<file path="config.mk">
export PLATFORM = sky130hd
export DESIGN_NAME = muldiv_seq_flat
export DESIGN_NICKNAME = d
export VERILOG_FILES = /design/src/rtl/muldiv_seq_if.sv /design/src/rtl/muldiv_seq.sv /design/src/flat_wrapper.sv
export SDC_FILE = /design/constraint.sdc
export NUM_CORES = 2
export LEC_CHECK = 0
export CAP_MARGIN = 30
export CORE_MARGIN = 2
export CORE_UTILIZATION = 47
export DETAILED_ROUTE_END_ITERATION = 16
export HOLD_SLACK_MARGIN = 0.05
export PLACE_DENSITY_LB_ADDON = 0.15
export SLEW_MARGIN = 10
export SYNTH_ARGS = -nofsm -noshare
export SYNTH_HDL_FRONTEND = slang
export SYNTH_SLANG_ARGS = --single-unit
</file>
<file path="constraint.sdc">
create_clock -name clock -period 3.48 [get_ports clock]
set_input_delay 0.348 -clock clock [delete_from_list [all_inputs] [get_ports clock]]
set_output_delay 0.348 -clock clock [all_outputs]
set_load 0.02 [all_outputs]
</file>
<file path="src/rtl/muldiv_seq_if.sv">
// Operation handshake and result bus of the sequential multiply/divide unit.
// The sequencer side is the master, the arithmetic unit the slave.
interface muldiv_seq_if #(
  parameter int WIDTH = 32
) ();
  logic             ce;
  logic             start;
  logic             abort;
  logic [1:0]       op;
  logic [WIDTH-1:0] a;
  logic [WIDTH-1:0] b;
  logic             busy;
  logic             done;
  logic [WIDTH-1:0] lo;
  logic [WIDTH-1:0] hi;
  logic             dz;
  logic             ov;

  modport master (output ce, start, abort, op, a, b,
                  input  busy, done, lo, hi, dz, ov);
  modport slave  (input  ce, start, abort, op, a, b,
                  output busy, done, lo, hi, dz, ov);
endinterface

</file>
<file path="src/rtl/muldiv_seq.sv">
// Sequential MULU/MULS/DIVU/DIVS unit: operates on magnitudes, one bit per cycle
// for division (and optionally multiplication), then fixes signs in a final state.
module muldiv_seq #(
  parameter int WIDTH    = 32,
  parameter int MUL_ITER = 0
) (
  input  logic         clock,
  input  logic         reset_n,
  muldiv_seq_if.slave  bus
);
  localparam int CW = $clog2(WIDTH) + 1;
  localparam logic [1:0] S_IDLE = 2'd0;
  localparam logic [1:0] S_RUN  = 2'd1;
  localparam logic [1:0] S_FIX  = 2'd2;
  localparam logic [WIDTH-1:0] MIN_VAL = {1'b1, {(WIDTH-1){1'b0}}};

  logic [1:0]       r_state;
  logic [CW-1:0]    r_cnt;
  logic             r_is_div;
  logic             r_neg_q;
  logic             r_neg_r;
  logic             r_dz_p;
  logic             r_ov_p;
  logic [WIDTH-1:0] r_dvs;
  logic [WIDTH-1:0] r_hi;
  logic [WIDTH-1:0] r_lo;
  logic             r_busy;
  logic             r_done;
  logic [WIDTH-1:0] r_out_lo;
  logic [WIDTH-1:0] r_out_hi;
  logic             r_dz;
  logic             r_ov;

  logic               w_a_neg;
  logic               w_b_neg;
  logic [WIDTH-1:0]   w_mag_a;
  logic [WIDTH-1:0]   w_mag_b;
  logic [2*WIDTH-1:0] w_prod;
  logic               w_b_zero;
  logic               w_div_ovf;
  logic [WIDTH:0]     w_partial;
  logic [WIDTH:0]     w_diff;
  logic               w_ge;
  logic [WIDTH:0]     w_sum;
  logic [2*WIDTH-1:0] w_acc;
  logic [2*WIDTH-1:0] w_acc_neg;
  logic [WIDTH-1:0]   w_lo_neg;
  logic [WIDTH-1:0]   w_hi_neg;

  assign w_a_neg   = bus.op[0] & bus.a[WIDTH-1];
  assign w_b_neg   = bus.op[0] & bus.b[WIDTH-1];
  assign w_mag_a   = w_a_neg ? ({WIDTH{1'b0}} - bus.a) : bus.a;
  assign w_mag_b   = w_b_neg ? ({WIDTH{1'b0}} - bus.b) : bus.b;
  assign w_prod    = {{WIDTH{1'b0}}, w_mag_a} * {{WIDTH{1'b0}}, w_mag_b};
  assign w_b_zero  = (bus.b == {WIDTH{1'b0}});
  assign w_div_ovf = (bus.op == 2'b11) && (bus.a == MIN_VAL) && (bus.b == {WIDTH{1'b1}});

  // Partial remainder keeps the bit shifted out of rem so large unsigned divisors compare correctly.
  assign w_partial = {r_hi, r_lo[WIDTH-1]};
  assign w_diff    = w_partial - {1'b0, r_dvs};
  assign w_ge      = (w_partial >= {1'b0, r_dvs});
  assign w_sum     = {1'b0, r_hi} + (r_lo[0] ? {1'b0, r_dvs} : {(WIDTH+1){1'b0}});

  assign w_acc     = {r_hi, r_lo};
  assign w_acc_neg = {(2*WIDTH){1'b0}} - w_acc;
  assign w_lo_neg  = {WIDTH{1'b0}} - r_lo;
  assign w_hi_neg  = {WIDTH{1'b0}} - r_hi;

  // Control FSM, datapath iteration and registered result outputs.
  always_ff @(posedge clock or negedge reset_n) begin
    if (!reset_n) begin
      r_state  <= S_IDLE;
      r_cnt    <= {CW{1'b0}};
      r_is_div <= 1'b0;
      r_neg_q  <= 1'b0;
      r_neg_r  <= 1'b0;
      r_dz_p   <= 1'b0;
      r_ov_p   <= 1'b0;
      r_dvs    <= {WIDTH{1'b0}};
      r_hi     <= {WIDTH{1'b0}};
      r_lo     <= {WIDTH{1'b0}};
      r_busy   <= 1'b0;
      r_done   <= 1'b0;
      r_out_lo <= {WIDTH{1'b0}};
      r_out_hi <= {WIDTH{1'b0}};
      r_dz     <= 1'b0;
      r_ov     <= 1'b0;
    end else if (bus.ce) begin
      if (bus.abort) begin
        r_state <= S_IDLE;
        r_busy  <= 1'b0;
        r_done  <= 1'b0;
      end else begin
        r_done <= 1'b0;
        case (r_state)
          S_IDLE: begin
            if (bus.start) begin
              r_is_div <= bus.op[1];
              r_neg_q  <= w_a_neg ^ w_b_neg;
              r_neg_r  <= w_a_neg;
              r_dz_p   <= 1'b0;
              r_ov_p   <= 1'b0;
              r_cnt    <= {CW{1'b0}};
              r_busy   <= 1'b1;
              r_hi     <= {WIDTH{1'b0}};
              r_dvs    <= bus.op[1] ? w_mag_b : w_mag_a;
              r_lo     <= bus.op[1] ? w_mag_a : w_mag_b;
              r_state  <= S_RUN;
              // Special results are preloaded unsigned so FIX passes them through.
              if (bus.op[1] && w_b_zero) begin
                r_lo    <= {WIDTH{1'b1}};
                r_hi    <= bus.a;
                r_neg_q <= 1'b0;
                r_neg_r <= 1'b0;
                r_dz_p  <= 1'b1;
                r_state <= S_FIX;
              end else if (w_div_ovf) begin
                r_lo    <= MIN_VAL;
                r_hi    <= {WIDTH{1'b0}};
                r_neg_q <= 1'b0;
                r_neg_r <= 1'b0;
                r_ov_p  <= 1'b1;
                r_state <= S_FIX;
              end else if (!bus.op[1] && (MUL_ITER == 0)) begin
                {r_hi, r_lo} <= w_prod;
                r_state      <= S_FIX;
              end else begin
                r_state <= S_RUN;
              end
            end else begin
              r_state <= S_IDLE;
            end
          end
          S_RUN: begin
            if (r_is_div) begin
              r_hi <= w_ge ? w_diff[WIDTH-1:0] : w_partial[WIDTH-1:0];
              r_lo <= {r_lo[WIDTH-2:0], w_ge};
            end else begin
              {r_hi, r_lo} <= {w_sum, r_lo[WIDTH-1:1]};
            end
            r_cnt <= r_cnt + {{(CW-1){1'b0}}, 1'b1};
            if (r_cnt == CW'(WIDTH - 1)) begin
              r_state <= S_FIX;
            end else begin
              r_state <= S_RUN;
            end
          end
          S_FIX: begin
            if (r_is_div) begin
              r_out_lo <= r_neg_q ? w_lo_neg : r_lo;
              r_out_hi <= r_neg_r ? w_hi_neg : r_hi;
            end else begin
              {r_out_hi, r_out_lo} <= r_neg_q ? w_acc_neg : w_acc;
            end
            r_dz    <= r_dz_p;
            r_ov    <= r_ov_p;
            r_done  <= 1'b1;
            r_busy  <= 1'b0;
            r_state <= S_IDLE;
          end
          default: begin
            r_busy  <= 1'b0;
            r_state <= S_IDLE;
          end
        endcase
      end
    end
  end

  assign bus.busy = r_busy;
  assign bus.done = r_done;
  assign bus.lo   = r_out_lo;
  assign bus.hi   = r_out_hi;
  assign bus.dz   = r_dz;
  assign bus.ov   = r_ov;
endmodule

</file>
<file path="src/flat_wrapper.sv">
// flat-port wrapper written by rule: the top's interface ports become plain ports
module muldiv_seq_flat 
#(
  parameter int WIDTH    = 32,
  parameter int MUL_ITER = 0
)
  (clock, reset_n, bus_ce, bus_start, bus_abort, bus_op, bus_a, bus_b, bus_busy, bus_done, bus_lo, bus_hi, bus_dz, bus_ov);
  muldiv_seq_if #(.WIDTH(WIDTH)) bus_i ();
  input  logic clock;
  input  logic reset_n;
  input wire logic [$bits(bus_i.ce)-1:0] bus_ce;
  input wire logic [$bits(bus_i.start)-1:0] bus_start;
  input wire logic [$bits(bus_i.abort)-1:0] bus_abort;
  input wire logic [$bits(bus_i.op)-1:0] bus_op;
  input wire logic [$bits(bus_i.a)-1:0] bus_a;
  input wire logic [$bits(bus_i.b)-1:0] bus_b;
  output wire logic [$bits(bus_i.busy)-1:0] bus_busy;
  output wire logic [$bits(bus_i.done)-1:0] bus_done;
  output wire logic [$bits(bus_i.lo)-1:0] bus_lo;
  output wire logic [$bits(bus_i.hi)-1:0] bus_hi;
  output wire logic [$bits(bus_i.dz)-1:0] bus_dz;
  output wire logic [$bits(bus_i.ov)-1:0] bus_ov;
  assign bus_i.ce = bus_ce;
  assign bus_i.start = bus_start;
  assign bus_i.abort = bus_abort;
  assign bus_i.op = bus_op;
  assign bus_i.a = bus_a;
  assign bus_i.b = bus_b;
  assign bus_busy = bus_i.busy;
  assign bus_done = bus_i.done;
  assign bus_lo = bus_i.lo;
  assign bus_hi = bus_i.hi;
  assign bus_dz = bus_i.dz;
  assign bus_ov = bus_i.ov;
  muldiv_seq #(.WIDTH(WIDTH), .MUL_ITER(MUL_ITER)) u_core (.clock(clock), .reset_n(reset_n), .bus(bus_i));
endmodule
</file>
==> results.py <==
metrics = {
    "status": {
        "status": "finished with violations",
        "violations": "setup timing",
    },
    "placement": {
        "dpl.hpwl_mm": 172,
        "portBuffers": 138,
        "place.gp.congestion": 1.06,
        "dp_cells": 7958,
    },
    "min_path": {
        "hold_start": "bus_a[5]",
        "hold_depth": 4,
        "holdCritPathClass": "in -> reg",
        "hold_path_end": "u_core.r_hi[5]$_DFFE_PN0P_",
    },
    "critical_path": {
        "crit_fanout": 19,
        "slowest_delay_ns": 0.58,
        "path_delay_family": "adder cells",
        "worst-path-buf-inv": 10,
        "reg2reg_from": "u_core.r_lo[0]$_DFFE_PN0P_",
        "path_class": "in -> reg",
        "rrSetupSlack_ns": -0.58,
        "cp_num_cells": 34,
        "crit_required_ns": 3.86,
        "critical_path_arrival_ns": 9.27,
        "timing.critical_path.slowest_stage_cell": "fa_1",
        "r2r_end": "u_core.r_hi[25]$_DFFE_PN0P_",
        "critPathLaunch": "bus_b[6]",
        "start_kind": "primary input",
        "reg2reg_depth": 13,
        "critPathCaptureType": "flop",
    },
    "timing": {
        "holdWs_ns": 0.336,
        "setup_viol": 61,
        "period_minus_slack_ns": 8.89,
        "period_share_pct": 255,
        "setup_slack_ns": -5.41,
        "tightest_slew_ns": 0.849,
        "skew_ns": 0.0233,
        "slew_violations": 0,
        "setup_tns_ns": -273.00,
        "max_freq_ghz": 0.112,
        "rsz0062_at_grt": "true",
        "max_slew_margin_pct": 43.4,
        "finalHoldViolations": 0,
    },
    "clock_network": {
        "cts_buffers": 25,
        "clk_pin_slew_ns": 0.08,
        "clockBufferDepth": 3,
        "cts_tree": "done",
        "clkLatencyLatePin_ns": 0.52,
        "cts-root-buf": "clkbuf_16",
        "htreeDepth": 4,
        "clock-sinks": 177,
    },
    "route": {
        "drtAntennaViolNets": 0,
        "drt_iter0_markers": 4061,
        "routedWlPerCell_um": 25.5,
        "drc": 0,
        "vias_per_cell": 5.70,
        "vias": 46400,
        "dr.pass1.iters": 6,
        "wirelength_mm": 208,
    },
    "finish": {
        "layout.nets": 8060,
        "fin_cells": 8137,
        "seq_area_sq_um": 4430,
        "multi_input_comb_area_sq_um": 41900,
        "syn2layout_area_growth_pct": 33.9,
        "drive_gt1_share_pct": 25.9,
        "fillers": 8811,
    },
    "synth": {
        "async_reset_ff_share_pct": 100,
        "synthFlopType": "dfrtp_1",
        "ys_types": 91,
        "synth.top_cell.area_share_pct": 37.6,
        "synth_top_area_cell": "fa_1",
        "syn_avg_cell_area_sq_um": 8.32,
        "ys_top_cells_by_area": "fa_1 (38%), dfrtp_1 (9.3%), ha_1 (8.7%), inv_1 (7.5%), nand2_1 (6.3%)",
        "synth_fp_nets": 7053,
        "synth_warnings": 0,
        "syn-cell-area_sq_um": 47800,
        "synthCells": 5751,
        "synth_seq_cells": 177,
        "ys_seq_area_share_pct": 9.26,
        "synth_edf_count": 0,
    },
    "global_routing": {
        "grt_use_total_pct": 40.3,
        "grt_pass1_wl_mm": 306,
        "grt_overflow_total": 0,
        "grt_max_degree": 101,
        "grt_pass1_vias": 48100,
        "antenna_found_initial": 10,
    },
    "floorplanning": {
        "start_util_pct": 47.2,
        "core_area_sq_um": 101000,
        "rows": 117,
        "die_h_um": 323,
        "io_pins": 139,
        "die_area_sq_um": 104000,
        "die_w_um": 323,
    },
    "run": {
        "cap_violations": 0,
    },
}
worst max-delay path by stage:
stage                                              to  slack (ns)
final                     u_core.r_hi[26]$_DFFE_PN0P_       -5.41
after floorplan           u_core.r_hi[31]$_DFFE_PN0P_       -5.15
after global placement    u_core.r_hi[26]$_DFFE_PN0P_       -6.89
after detailed placement  u_core.r_hi[25]$_DFFE_PN0P_       -6.97
after global routing      u_core.r_hi[26]$_DFFE_PN0P_       -5.58
after CTS                 u_core.r_hi[26]$_DFFE_PN0P_       -5.37
flip-flops by register name, indices dropped and copies added, names as in the netlist, 2 cells and up:
register        cells
u_core.bus.hi      32
u_core.bus.lo      32
u_core.r_cnt        6
u_core.r_dvs       32
u_core.r_hi        32
u_core.r_lo        32
u_core.r_state      2
Yosys cell counts, types with 28 or more instances:
| cell type | n |
|---|---|
| nand3_1 | 44 |
| a211oi_1 | 34 |
| clkbuf_1 | 251 |
| fa_1 | 898 |
| nand4_1 | 43 |
| buf_2 | 37 |
| a21o_1 | 64 |
| o211ai_1 | 55 |
| a21oi_1 | 234 |
| xor2_1 | 136 |
| nand2_1 | 804 |
| o21ai_0 | 242 |
| ha_1 | 333 |
| a31oi_1 | 28 |
| nor2_1 | 726 |
| dfrtp_1 | 177 |
| xnor2_1 | 137 |
| nor3_1 | 55 |
| inv_1 | 961 |
cells by family after synthesis:
group,synth area share (%)
AOI/OAI and AO/OA,11.9
xor gates and xnor gates,5.17
adders and majority gates,46.3
buffers and inverters,10.1
DFF,9.26
muxes,0.902
and+or+nand+nor,16.4
layer usage:
layer  up-vias  global-route usage [%]  routed length, um
met5         -                       0                 23
met4         4                    25.2              16200
met3       711                    9.61              19800
met2      2311                    62.3              92300
met1     23300                    51.2              79500
li1      20100                       -                  -
cells in the final DEF (no fill, tap or decap), types with 25 or more instances in the layout:
master	count
nand4_1	43
xor2_1	102
nor2_4	25
ha_1	290
nor2_1	677
ha_4	43
nand2_1	778
o21ai_0	202
nor2_2	26
inv_1	933
clkdlybuf4s50_1	102
nor3_1	43
nand3_1	34
o211ai_1	55
buf_4	958
xnor2_2	52
inv_2	25
buf_6	98
clkbuf_16	25
buf_12	93
a31oi_1	26
a21oi_4	25
fa_2	49
fa_1	849
dfrtp_1	176
o21ai_1	42
a21oi_1	185
a21o_1	64
xnor2_1	71
a21oi_2	27
layout make-up:
cell class | instances | share of cell area (%)
clock buffers | 29 | 1.03
repair buffers | 1292 | 18.2
well taps | 1368 | 2.67
diodes | 6 | 0.0234
multi-input cells | 4301 | 65.4
clock inverters | 3 | 0.0352
flip-flops and latches | 177 | 6.92
inverters | 961 | 5.64
metrics by stage:
stage	area (sq um)	setup WS, ns	util [%]
2_1_floorplan	48900	-5.15	-
3_3_place_gp	59400	-6.89	58.7
3_5_place_dp	59400	-6.97	58.7
4_1_cts	63200	-5.37	62.4
5_1_grt	64100	-5.58	63.2
6_report	64100	-5.41	63.2
repair_timing:
item | in CTS | in global routing
resized for setup | 473 | 169
hold endpoints to repair | 82 | 0
pin swaps | 221 | 136
gates cloned | 5 | 0
hold buffers | 1 | 0
setup endpoints to repair | 62 | 63
buffers inserted | 112 | 33
worst reg2reg max path: cells and delay by family, from the launching register on:
family                     cells  cell delay [ns]
DFF                            1             0.45
buffers and inverters          2             0.31
adders and majority gates      1             0.28
xor gates and xnor gates       1             0.24
AOI/OAI and AO/OA              6             1.68
and+or+nand+nor                3             0.97
Power is left out: the tool's default activity adds up to more than one toggle a clock period on the data nets, which glitch-free logic cannot reach.
